`src/rtl/wb_rr_arbiter.sv`:
```
// Round-robin arbiter sharing one Wishbone B4 classic slave port between NUM_MASTERS masters.
// The grant is held for the owner's whole cyc window; a watchdog aborts transfers the slave never acks.
module wb_rr_arbiter #(
  parameter int NUM_MASTERS = 2,
  parameter int AW          = 32,
  parameter int TIMEOUT     = 255
) (
  input  logic                      clk_i,
  input  logic                      rst_n_i,
  input  logic [NUM_MASTERS-1:0]    m_cyc_i,
  input  logic [NUM_MASTERS-1:0]    m_stb_i,
  input  logic [NUM_MASTERS-1:0]    m_we_i,
  input  logic [NUM_MASTERS*AW-1:0] m_adr_i,
  input  logic [NUM_MASTERS*32-1:0] m_dat_i,
  input  logic [NUM_MASTERS*4-1:0]  m_sel_i,
  output logic [31:0]               m_dat_o,
  output logic [NUM_MASTERS-1:0]    m_ack_o,
  output logic [NUM_MASTERS-1:0]    m_err_o,
  output logic                      s_cyc_o,
  output logic                      s_stb_o,
  output logic                      s_we_o,
  output logic [AW-1:0]             s_adr_o,
  output logic [31:0]               s_dat_o,
  output logic [3:0]                s_sel_o,
  input  logic [31:0]               s_dat_i,
  input  logic                      s_ack_i,
  output logic [NUM_MASTERS-1:0]    grant_o,
  output logic [1:0]                state_o
);

  // Handshake: a beat completes in any cycle where cyc & stb & ack are all high; the master
  // may change adr/dat/we/sel only after such a cycle and ends its bus cycle by dropping cyc.

  localparam int PW    = (NUM_MASTERS > 1) ? $clog2(NUM_MASTERS) : 1;
  localparam int WW    = (TIMEOUT > 1) ? $clog2(TIMEOUT + 1) : 1;
  localparam bit WD_EN = (TIMEOUT != 0);

  typedef enum logic [1:0] {
    IDLE  = 2'd0,
    OWNED = 2'd1,
    ABORT = 2'd2
  } state_t;

  state_t                 state_q;
  logic [NUM_MASTERS-1:0] grant_q;
  logic [PW-1:0]          ptr_q;
  logic [PW-1:0]          owner_q;
  logic [WW-1:0]          wdog_q;

  logic [NUM_MASTERS-1:0] grant_d;
  logic [PW-1:0]          owner_d;
  logic                   found;
  logic [PW-1:0]          idx;
  logic                   own_cyc;
  logic                   own_stb;
  logic                   timeout_hit;

  // Next owner: first requester strictly after the last owner, wrapping around.
  always_comb begin
    grant_d = '0;
    owner_d = ptr_q;
    found   = 1'b0;
    idx     = '0;
    for (int off = 1; off <= NUM_MASTERS; off++) begin
      idx = PW'((int'(ptr_q) + off) % NUM_MASTERS);
      if (!found && m_cyc_i[idx]) begin
        found        = 1'b1;
        grant_d[idx] = 1'b1;
        owner_d      = idx;
      end
    end
  end

  // AND-OR mux of the owner's signals; all zero while no grant is held.
  always_comb begin
    own_cyc = |(m_cyc_i & grant_q);
    own_stb = |(m_stb_i & grant_q);
    s_we_o  = |(m_we_i & grant_q);
    s_adr_o = '0;
    s_dat_o = '0;
    s_sel_o = '0;
    for (int i = 0; i < NUM_MASTERS; i++) begin
      if (grant_q[i]) begin
        s_adr_o = s_adr_o | m_adr_i[i*AW +: AW];
        s_dat_o = s_dat_o | m_dat_i[i*32 +: 32];
        s_sel_o = s_sel_o | m_sel_i[i*4 +: 4];
      end
    end
  end

  assign s_cyc_o     = (state_q == OWNED) && own_cyc;
  assign s_stb_o     = s_cyc_o && own_stb;
  assign timeout_hit = WD_EN && s_stb_o && !s_ack_i && (wdog_q == WW'(TIMEOUT - 1));
  assign m_ack_o     = grant_q & {NUM_MASTERS{s_ack_i && (state_q == OWNED)}};
  assign m_err_o     = grant_q & {NUM_MASTERS{timeout_hit}};
  assign m_dat_o     = s_dat_i;
  assign grant_o     = grant_q;
  assign state_o     = state_q;

  always_ff @(posedge clk_i or negedge rst_n_i) begin
    if (!rst_n_i) begin
      state_q <= IDLE;
      grant_q <= '0;
      ptr_q   <= PW'(NUM_MASTERS - 1);
      owner_q <= '0;
      wdog_q  <= '0;
    end else begin
      case (state_q)
        IDLE: begin
          wdog_q <= '0;
          if (found) begin
            grant_q <= grant_d;
            owner_q <= owner_d;
            state_q <= OWNED;
          end
        end
        OWNED: begin
          if (!own_cyc) begin
            grant_q <= '0;
            ptr_q   <= owner_q;
            wdog_q  <= '0;
            state_q <= IDLE;
          end else if (timeout_hit) begin
            wdog_q  <= '0;
            state_q <= ABORT;
          end else if (WD_EN && s_stb_o && !s_ack_i) begin
            wdog_q <= wdog_q + 1'b1;
          end else begin
            wdog_q <= '0;
          end
        end
        ABORT: begin
          // Bus stays released until the aborted owner gives up its cycle.
          if (!own_cyc) begin
            grant_q <= '0;
            ptr_q   <= owner_q;
            state_q <= IDLE;
          end
        end
        default: begin
          grant_q <= '0;
          wdog_q  <= '0;
          state_q <= IDLE;
        end
      endcase
    end
  end

endmodule

```
`config.mk`:
```
export PLATFORM = sky130hd
export DESIGN_NAME = wb_rr_arbiter
export DESIGN_NICKNAME = d
export VERILOG_FILES = /design/src/rtl/wb_rr_arbiter.sv
export SDC_FILE = /design/constraint.sdc
export NUM_CORES = 1
export LEC_CHECK = 0
export ABC_AREA = 1
export CAP_MARGIN = 10
export CELL_PAD_IN_SITES_DETAIL_PLACEMENT = 0
export CELL_PAD_IN_SITES_GLOBAL_PLACEMENT = 1
export CORE_ASPECT_RATIO = 0.75
export CORE_MARGIN = 2
export CORE_UTILIZATION = 13
export CTS_CLUSTER_SIZE = 10
export DETAILED_ROUTE_END_ITERATION = 7
export PLACE_DENSITY = 0.87
export SLEW_MARGIN = 20
export SYNTH_ARGS = -nofsm -noshare
export SYNTH_HDL_FRONTEND = slang
export SYNTH_SLANG_ARGS = --single-unit
```
`constraint.sdc`:
```
create_clock -name clk_i -period 1.53 [get_ports clk_i]
set_input_delay 0.306 -clock clk_i [delete_from_list [all_inputs] [get_ports clk_i]]
set_output_delay 0.306 -clock clk_i [all_outputs]
set_load 0.02 [all_outputs]
```
---- Word-level counts from Yosys, hierarchy flattened ----
Index checks and enable logic that the tools add are counted.
operators by class
  equality and inequality tests ........... 7
  $lt $le $gt $ge ......................... 4
  multiplexer cells ....................... 31
  bitwise logic cells ..................... 10
  add/subtract/negate cells ............... 3
  reductions and logical operators ........ 19
operator list
  cell                 number
  $mux 32              4
  $or 32x32->32        2
  $mux 8               3
  $pmux 8 s2           1
  $mux 2               7
  $and 2x2->2          5
  $mux 1               10
  $add 8x1->8 const B  1
  $eq 8x8->1 const B   1
  $logic_and 1x1->1    8
  $mux 4               2
  $reduce_or 2->1      4
  $ne 2x2->1 const B   3
  $pmux 2 s3           1
  $reduce_and 2->1     3
  $lt 1x2->1 const B   2
  $or 4x4->4           1
  $pmux 2 s2           1
  $ne 3x3->1 const B   1
  $reduce_and 3->1     1
  $add 1x1->1 const B  2
  $demux 1 s1          2
  $eq 2x1->1 const B   1
  $eq 2x2->1 const B   1
  other kinds (5)      7
word-level totals
  input port bits ......................... 177
  output and inout port bits .............. 111
  flip-flop bits (word level) ............. 14
  word-level logic and storage cells ...... 79

---- Logic depth before layout (Yosys ltp) ----
Gate-level depths: netlist of run 1.
  depth after elaboration ................. 10
  mapped depth ............................ 11
  depth with buffers taken out ............ 11

---- Least setup slack after synthesis of run 1 ----
No wires, ideal clock.
  path kind ............................... reg-to-output
  from .................................... register state_q[1], in the netlist state_o[1]
  to ...................................... output m_err_o[0]
  required time ........................... 1.224 ns
  path buffers ............................ 0
  stages on the path, launching flop included .. 7
  data arrival time ....................... 1.391 ns
  path slack .............................. -0.167 ns
  cells stage by stage .................... dfrtp_1 > inv_1 > ha_1 > nand2_4 > nor2_8 > nand3_2 > nor2_1
on the way
  cells in the longest elaborated chain, start to end .. 6
ends and longest elaborated chain
  what                             line  source
  start, declared                  44    state_t state_q;
  start signal, assigned           102   state_q <= IDLE;
  start signal, assigned           114   state_q <= OWNED;
  start signal, assigned           122   state_q <= IDLE;
  $eq 2x1->1                       91    assign s_cyc_o = (state_q == OWNED) && own_cyc;
  $logic_and 1x1->1                91
  $logic_and 1x1->1                92    assign s_stb_o = s_cyc_o && own_stb;
  via s_stb_o                      20    output logic s_stb_o,
  $logic_and 1x1->1 (2 in series)  93    assign timeout_hit = WD_EN && s_stb_o && !s_ack_i && (wdog_q == WW'(TIMEOUT - 1));
  $and 2x2->2                      95    assign m_err_o = grant_q & {NUM_MASTERS{timeout_hit}};
  end, declared                    18    output logic [NUM_MASTERS-1:0] m_err_o,
The timed path passes the listed nets, and every way through them passes these cells.

---- Worst setup path in the final report of run 1 ----
  from .................................... register grant_q[0], in the netlist grant_o[0]
  to ...................................... output m_err_o[0]
on the way
  cells in the longest elaborated chain, start to end .. 7
  elaborated cells between the ends (all ways) .. 9
  classes of those cells .................. bitwise (3); reduce/logical (6)
ends and longest elaborated chain
  what                             line  source
  start, declared                  45    logic [NUM_MASTERS-1:0] grant_q;
  start signal, assigned           112   grant_q <= grant_d;
  $and 2x2->2                      76    own_cyc = |(m_cyc_i & grant_q);
  $reduce_or 2->1                  76
  $logic_and 1x1->1                91
  $logic_and 1x1->1                92
  $logic_and 1x1->1 (2 in series)  93
  $and 2x2->2 (*)                  95
Mark *: on every way between the ends. The rest lies on a longest branch, timed or not.

==> results of run 1 <==
## power by group through the flow
| stage | Combinational [mW] | Clock, mW | Sequential, mW |
|---|---|---|---|
| 4_1_cts | 6.44 | 0.510 | 0.540 |
| 3_3_place_gp | 5.05 | 0 | 0.549 |
| 2_1_floorplan | 2.54 | 0 | 0.576 |
| 6_report | 6.64 | 0.503 | 0.539 |
| 3_5_place_dp | 5.08 | 0 | 0.556 |
| 5_1_grt | 6.98 | 0.529 | 0.549 |
## worst reg2reg max path: cells and delay by family (launching register included)
kind                   cells  cell delay, ps
buffers and inverters      4             420
AND/OR/NAND/NOR            8             570
flip-flops                 1             410
## cell usage after synthesis, drive strengths merged
master,count
nor2,11
clkbuf,12
nand3b,1
ha,5
o22ai,1
a21oi,11
xor2,3
nor3,2
xnor2,1
dfrtp,13
inv,18
buf,37
nand2,25
a22o,69
a31o,1
nand4,3
o211ai,1
o21ai,4
dfstp,1
nand3,6
## registers in the layout, indices dropped and copies added (netlist names)
name     cells
grant_o      2
owner_q      1
ptr_q        1
state_o      2
wdog_q       8
## stage by stage
step                total power [mW]  util [%]
global route                    8.06      37.5
floorplan                       3.12         -
finish                          7.68      37.5
global placement                5.60      31.6
detailed placement              5.64      31.6
CTS                             7.49      36.5
## kinds of logic after synthesis
kind of cell / after synthesis / synth area share [%]
AOI/OAI and AO/OA: 87 / 39.0
and+or+nand+nor: 48 / 14.9
DFF: 14 / 19.5
adders and majority gates: 5 / 3.47
xor gates and xnor gates: 4 / 1.94
buffers and inverters: 67 / 21.2
## layout by cell type (no fill, tap or decap), types with 5 or more instances in the layout
cell type and n:
nor2_1 5, buf_16 9, a22o_1 64, dfrtp_1 9, buf_4 37, inv_2 7
nand2_4 5, clkdlybuf4s50_1 142, buf_2 15, a22o_4 5, a21oi_1 10, buf_12 12
inv_1 9, nand2_2 5, nand2_1 15, buf_6 67
## area by class of cell
| class | count | share of cell area (%) |
|---|---|---|
| timing repair buffer | 291 | 61.4 |
| multi-input combinational | 144 | 24.3 |
| sequential | 14 | 6.99 |
| tap | 175 | 4.29 |
| clock buffer | 4 | 1.54 |
| inverter | 18 | 1.52 |
## per-layer routing
layer / share of wire [%] / GRT usage, %
met1: 38 / 18.3
met2: 53 / 29.1
met3: 7.7 / 4.01
met4: 0.63 / 2.00
met5: 0 / 0
## timing repair
item,4_1_cts,5_1_grt
gates resized for setup,396,39
setup endpoints to repair,83,83
buffers inserted,20,8
pin swaps,16,24
cloned,10,1
## worst min path at each step
| stage | cells past startpoint | endpoint | start |
|---|---|---|---|
| floorplan | 0 | grant_o[0] | rst_n_i |
| global placement | 2 | ptr_q | ptr_q |
| detailed placement | 2 | ptr_q | ptr_q |
| CTS | 2 | wdog_q[4] | rst_n_i |
| global route | 2 | wdog_q[3] | rst_n_i |
| finish | 2 | wdog_q[6] | rst_n_i |
==> results.toml, run 1 <==
[status]
status = "finished with violations"
violations = "negative setup slack"

[worst_setup_path]
cp-end-kind = "primary output"
path_class = "flip-flop to primary output"
crit_path_end = "m_err_o[0]"
worstPathCellList = "buf_12, buf_4, nand2_2, nand2_2, inv_4, nor2_8, nand3_4, nor2_4, buf_6"
critPathMaxStageDelay_ps = 410
cp-start-kind = "flip-flop"
crit_path_frequent_cell = "nand2_2"
cp_max_fo = 3
cp.arrival_ps = 1510
path_delay_family = "simple AND/OR/NAND/NOR gates"
path_buf_inv = 4
cp_data_required_time_ps = 1220
crit_start = "grant_o[0]"
r2r_slack_ps = 20
slowest_stage = "dfrtp_2"
timing.rr.end = "state_o[0]"
r2r_cells = 12
rr_startpoint = "grant_o[0]"
cp.depth = 9

[routing]
drc = 0
routed_via_density = 4.23
vias = 2731
drt-initial-drc-count = 116
firstDrtPassIters = 4
wl_per_cell_um = 19.3
wl_um = 12400
ant_nets = 0

[pwr]
clkPwrFrac_pct = 6.5
internal-power_mw = 4.44
p_comb_share_pct = 86.4
ir_worst_vdd_v = 0.000677
leakagePower_nw = 2.29
p_seq_share_pct = 7.0
p_sw_mw = 3.24
powerDensity_nw_per_um2 = 1500
netSwitchingFraction_pct = 42.2

[logic_synthesis]
synthesis.instances = 225
synth.cell_area_um2 = 1800
post_synth.cell_area_avg_um2 = 8.01
ys_seq_area_share_pct = 19.5
ys_types = 27
yosys_warnings = 0
synth_top_area_share_pct = 33.5
synth_area_leaders = "a22o_1 34%, dfrtp_1 18%, buf_4 14%"
syn_nets = 407
yosysTopAreaCell = "a22o_1"
ys_ff_latch = 14

[timing]
finalCritPeriodShare_pct = 119
fin_setup_tns_ps = -15070
holdWs_ps = 371
setup_slack_ps = -285
fin_skew_ps = 1.47
rsz0062_at_grt = "yes"
finalHoldViolCount = 0
max_freq_mhz = 551
setup_viol = 76
period_needed_ps = 1820
drv_slew = 0
timing.slew.headroom_pct = 84.8
tightestPinTransition_ps = 228

[place]
dpl_cell_area_um2 = 4300
dp_hpwl_um = 9800
gp_congestion = 0.801
io_buffers = 223
preCtsSetupSlack_ps = -813
dp.cells = 608

[clock_network]
clk_path_buf_depth = 2
postCtsHoldBufs = 0
clk_latency_ps = 240
clkSinkCount = 14
cts_buffers = 3
cts_tree = "done"
cts_root_buffer = "clkbuf_16"
path_clk_slew_ps = 50
htreeDepth = 1

[global_route]
grt_pass1_vias = 2835
antenna_found_initial = 0
grt_first_pass_wirelength_um = 17500
grt_overflow_total = 0
grt_util_all_layers_pct = 15.5
grt_max_degree = 21

[floorplanning]
fp.dieW_um = 140
pin_count = 288
rows = 37
core_area_um2 = 13600
dieArea_um2 = 14800
initial_core_util_pct = 13.2
die_y_um = 106

[worst_hold_path]
hold_path_class = "primary input to asynchronous set/reset pin"

[finish]
area_growth_pct = 183
multi_input_area_um2 = 1240
finalInstanceArea_um2 = 5100
layout.cells.non_filler = 646
antenna_cells = 0
layout.nets = 654
ff_latch_area_um2 = 357
drive_above_1_share_pct = 41.4
fillCellCount = 1343

[run]
max-cap-violations = 0
No activity file was read; power rests on OpenSTA's default activity.
==> run 2, diff against run 1 <==
--- a/config.mk
+++ b/config.mk
@@ -11,10 +11,12 @@
 export CELL_PAD_IN_SITES_GLOBAL_PLACEMENT = 1
 export CORE_ASPECT_RATIO = 0.75
 export CORE_MARGIN = 2
-export CORE_UTILIZATION = 13
+export CORE_UTILIZATION = 14
 export CTS_CLUSTER_SIZE = 10
 export DETAILED_ROUTE_END_ITERATION = 7
-export PLACE_DENSITY = 0.87
+export MAX_ROUTING_LAYER = met4
+export PLACE_DENSITY = 0.92
+export SKIP_CTS_REPAIR_TIMING = 1
 export SLEW_MARGIN = 20
 export SYNTH_ARGS = -nofsm -noshare
 export SYNTH_HDL_FRONTEND = slang
==> constraint.sdc (replaced) <==
create_clock -name clk_i -period 2.3 [get_ports clk_i]
set_input_delay 0.46 -clock clk_i [delete_from_list [all_inputs] [get_ports clk_i]]
set_output_delay 0.46 -clock clk_i [all_outputs]
set_load 0.02 [all_outputs]
==> run 2 against run 1 <==
Net effect:
- the run now ends clean
- via count shrank 8.4%
- flip-flop and latch count unchanged
- global-route usage grew 0.17 points
- non-clock buffer count decreased by 53
- hold slack improved by 130 ps
- clock power fell by 28%
- wire length down 1.0%
- first-iteration DRC count is 31% higher
- critical path type unchanged
==> results.toml, run 2 (synthesis results as in run 1) <==
[finish]
top_register = "wdog_q"
fin_util_pct = 34.6
drive_above_1_share_pct = 10.5
finalInstanceArea_um2 = 4300
area_growth_pct = 139
antenna_cells = 0
final_cell_mix = "190 x clkdlybuf4s50_1, 69 x a22o_1, 23 x dlymetal6s2s_1"
layout.nets = 601
largest_reg_flops = 8
layout_commonest_cell = "clkdlybuf4s50_1"

[pwr]
p_seq_share_pct = 9.0
ir_worst_vdd_v = 0.000307
internal-power_mw = 2.20
leakagePower_nw = 2.09
netSwitchingFraction_pct = 46.3
p_sw_mw = 1.90
p_comb_share_pct = 82.2
powerDensity_nw_per_um2 = 954
clkPwrFrac_pct = 8.8

[worst_setup_path]
cp-end-kind = "primary output"
cp.arrival_ps = 1790
cp-start-kind = "flip-flop"
r2r_slack_ps = 740
path_class = "flip-flop to primary output"
rr_startpoint = "grant_o[1]"
timing.rr.end = "state_o[1]"
crit_start = "grant_o[1]"
cp_data_required_time_ps = 1840
r2r_cells = 11
cp_max_fo = 33
crit_path_end = "s_dat_o[4]"

[global_route]
grt_first_pass_wirelength_um = 15400
grt_pass1_vias = 2439
grt_util_all_layers_pct = 15.7
grt_max_degree = 66
antenna_found_initial = 0
grt_overflow_total = 0

[clock_network]
cts_buffers = 3
cts_tree = "done"
clk_path_buf_depth = 2
clkSinkCount = 14
htreeDepth = 1
clk_latency_ps = 240
path_clk_slew_ps = 50
cts_root_buffer = "clkbuf_16"

[worst_hold_path]
hold_path_class = "flip-flop to flip-flop"

[run]
max-cap-violations = 0

[routing]
wl_um = 12300
vias = 2501
ant_nets = 0
drt-initial-drc-count = 152
routed_via_density = 4.28
wl_per_cell_um = 21.1
firstDrtPassIters = 4
drc = 0

[floorplanning]
pin_count = 288
rows = 35
fp.dieW_um = 135
die_y_um = 102
initial_core_util_pct = 14.5
dieArea_um2 = 13800
core_area_um2 = 12400

[timing]
period_needed_ps = 2250
timing.slew.headroom_pct = 57.9
fin_skew_ps = 3.40
drv_slew = 0
finalCritPeriodShare_pct = 97.8
max_freq_mhz = 445
finalHoldViolCount = 0
rsz0062_at_grt = "no"
tightestPinTransition_ps = 630
setup_viol = 0

[place]
dpl_cell_area_um2 = 4090
io_buffers = 223
gp_congestion = 0.916
dp_hpwl_um = 10300

[status]
status = "completed"
run 2: worst min-delay path by stage:
stage	cells after the start	endpoint	from	slack (ps)
2_1_floorplan	0	grant_o[0]	rst_n_i	160
3_3_place_gp	2	ptr_q	ptr_q	470
3_5_place_dp	2	ptr_q	ptr_q	490
4_1_cts	2	ptr_q	ptr_q	490
5_1_grt	2	ptr_q	ptr_q	520
6_report	2	ptr_q	ptr_q	500
run 2: routing by layer:
metal	track usage (%)	part of all wire [%]	vias up
met1	17.3	36	1180
li1	-	-	1170
met4	7.61	4.4	0
met3	5.26	9.5	20
met2	25.7	50	131
met5	-	0	-
run 2: stage by stage:
stage	worst slack (ps)	instances	TNS (ps)	hold slack, ps	power, mW
floorplan	449	225	0	164	2.02
global placement	-219	575	-698	474	3.65
detailed placement	-286	575	-848	487	3.68
CTS	-292	579	-5890	495	4.08
global route	5.03	584	0	521	4.29
finish	50.4	584	0	499	4.10
run 2: area by class of cell:
| class | count | area [um^2] |
|---|---|---|
| clock buffer | 4 | 88.8 |
| fill | 1262 | 8140 |
| inverter | 18 | 67.6 |
| multi-input combinational | 144 | 1070 |
| sequential | 14 | 357 |
| tap | 166 | 208 |
| timing repair buffer | 238 | 2510 |
run 2: critical path, stage by stage, from the launching register on:
cell and delay (ps):
dfrtp_4 470, buf_12 210, a22o_1 200, clkdlybuf4s50_1 640
run 2: power by group through the flow:
stage / Combinational (mW) / Sequential (mW) / Clock (mW)
floorplan: 1.65 / 0.369 / 0
finish: 3.37 / 0.369 / 0.362
CTS: 3.32 / 0.386 / 0.375
global placement: 3.27 / 0.386 / 0
detailed placement: 3.29 / 0.390 / 0
global route: 3.53 / 0.376 / 0.385
==> run 3, diff against run 2 <==
--- a/config.mk
+++ b/config.mk
@@ -6,7 +6,7 @@
 export NUM_CORES = 1
 export LEC_CHECK = 0
 export ABC_AREA = 1
-export CAP_MARGIN = 10
+export CAP_MARGIN = 20
 export CELL_PAD_IN_SITES_DETAIL_PLACEMENT = 0
 export CELL_PAD_IN_SITES_GLOBAL_PLACEMENT = 1
 export CORE_ASPECT_RATIO = 0.75
@@ -16,6 +16,7 @@
 export DETAILED_ROUTE_END_ITERATION = 7
 export MAX_ROUTING_LAYER = met4
 export PLACE_DENSITY = 0.92
+export SETUP_SLACK_MARGIN = 0.02
 export SKIP_CTS_REPAIR_TIMING = 1
 export SLEW_MARGIN = 20
 export SYNTH_ARGS = -nofsm -noshare
==> run 3 against run 2 <==
Net effect:
- cell count unchanged
- register-to-register slack about the same
- setup slack got worse by 0.74 ps
- clock power about the same
- design area about the same
- highest routed layer unchanged
- critical path type unchanged
- sequential share of layout area about the same
- die area unchanged
==> results.toml, run 3 (synthesis results as in run 1) <==
[timing]
period_needed_ps = 2250
rsz0062_at_grt = "no"
finalCritPeriodShare_pct = 97.8
fin_setup_tns_ps = 0
tightestPinTransition_ps = 630
fin_skew_ps = 3.40
holdWs_ps = 499
max_freq_mhz = 444
setup_viol = 0
timing.slew.headroom_pct = 57.9
finalHoldViolCount = 0
drv_slew = 0

[place]
io_buffers = 223
dp_hpwl_um = 10300
gp_congestion = 0.916

[clock_network]
clk_latency_ps = 240
clkSinkCount = 14
cts_root_buffer = "clkbuf_16"
htreeDepth = 1
clk_path_buf_depth = 2
cts_buffers = 3
path_clk_slew_ps = 50
cts_tree = "done"

[status]
status = "completed"

[floorplanning]
fp.dieW_um = 135
rows = 35
die_y_um = 102
pin_count = 288
initial_core_util_pct = 14.5
dieArea_um2 = 13800
core_area_um2 = 12400

[finish]
area_growth_pct = 139
fin_util_pct = 34.6
largest_reg_flops = 8
antenna_cells = 0
top_register = "wdog_q"
final_cell_mix = "189 x clkdlybuf4s50_1, 69 x a22o_1, 24 x dlymetal6s2s_1"
layout_commonest_cell = "clkdlybuf4s50_1"
drive_above_1_share_pct = 10.5
layout.nets = 601

[routing]
wl_um = 12300
vias = 2507
routed_via_density = 4.29
drc = 0
wl_per_cell_um = 21.1
ant_nets = 0
drt-initial-drc-count = 155
firstDrtPassIters = 4

[worst_setup_path]
cp_max_fo = 33
cp-start-kind = "flip-flop"
cp.arrival_ps = 1790
cp-end-kind = "primary output"
cp_data_required_time_ps = 1840
path_class = "flip-flop to primary output"

[global_route]
antenna_found_initial = 0
grt_first_pass_wirelength_um = 15400
grt_util_all_layers_pct = 15.7
grt_max_degree = 66
grt_pass1_vias = 2439
grt_overflow_total = 0

[pwr]
ir_worst_vdd_v = 0.000307
clkPwrFrac_pct = 8.8
powerDensity_nw_per_um2 = 953
netSwitchingFraction_pct = 46.3
internal-power_mw = 2.20
p_seq_share_pct = 9.0
p_comb_share_pct = 82.2
p_sw_mw = 1.90
leakagePower_nw = 2.10

[run]
max-cap-violations = 0

[worst_hold_path]
hold_path_class = "flip-flop to flip-flop"
run 3: changes by cell type in the layout (fill, tap and decap cells not counted), sizes merged:
cell	delta
dlymetal6s2s	+1
clkdlybuf4s50	-1
run 3: final cells by class:
cell class	count	area [um^2]
Multi-Input combinational cell	144	1070
Timing Repair Buffer	238	2510
Sequential cell	14	357
Fill cell	1263	8140
Inverter	18	67.6
Clock buffer	4	88.8
Tap cell	166	208
run 3: critical path: stages (launching register included):
cell and delay, ps:
dfrtp_4 470, buf_12 210, a22o_1 200, clkdlybuf4s50_1 640
run 3: per-layer routing:
layer | up-vias | share of wire [%] | global-route usage [%]
li1 | 1170 | - | -
met1 | 1186 | 36 | 17.3
met2 | 131 | 50 | 25.7
met3 | 20 | 9.5 | 5.26
met4 | 0 | 4.4 | 7.61
met5 | - | 0 | -
run 3: per-stage QoR:
step / total power [mW] / setup slack [ps] / cell area [um^2] / cells
after floorplan: 2.02 / 449 / 1800 / 225
after global placement: 3.65 / -219 / 4090 / 575
after detailed placement: 3.68 / -286 / 4090 / 575
after CTS: 4.08 / -292 / 4180 / 579
after global routing: 4.29 / 5.03 / 4300 / 584
final: 4.10 / 49.6 / 4300 / 584
run 3: power groups by stage:
stage / registers [mW] / clock network [mW] / logic (mW)
3_3_place_gp: 0.386 / 0 / 3.27
5_1_grt: 0.376 / 0.385 / 3.53
6_report: 0.369 / 0.362 / 3.37
4_1_cts: 0.386 / 0.375 / 3.32
3_5_place_dp: 0.390 / 0 / 3.29
2_1_floorplan: 0.369 / 0 / 1.65
run 3: worst paths after layout:
path | from | to | slack, ps | cells past startpoint
max in group asynchronous | rst_n_i | grant_o[1] | 1220 | 1
setup reg to reg | grant_o[1] | state_o[1] | 730 | 11
min in group asynchronous | rst_n_i | state_o[1] | 610 | 1
setup / recovery | grant_o[1] | s_dat_o[4] | 50 | 3
hold / removal | ptr_q | ptr_q | 500 | 2
hold reg to reg | ptr_q | ptr_q | 500 | 2
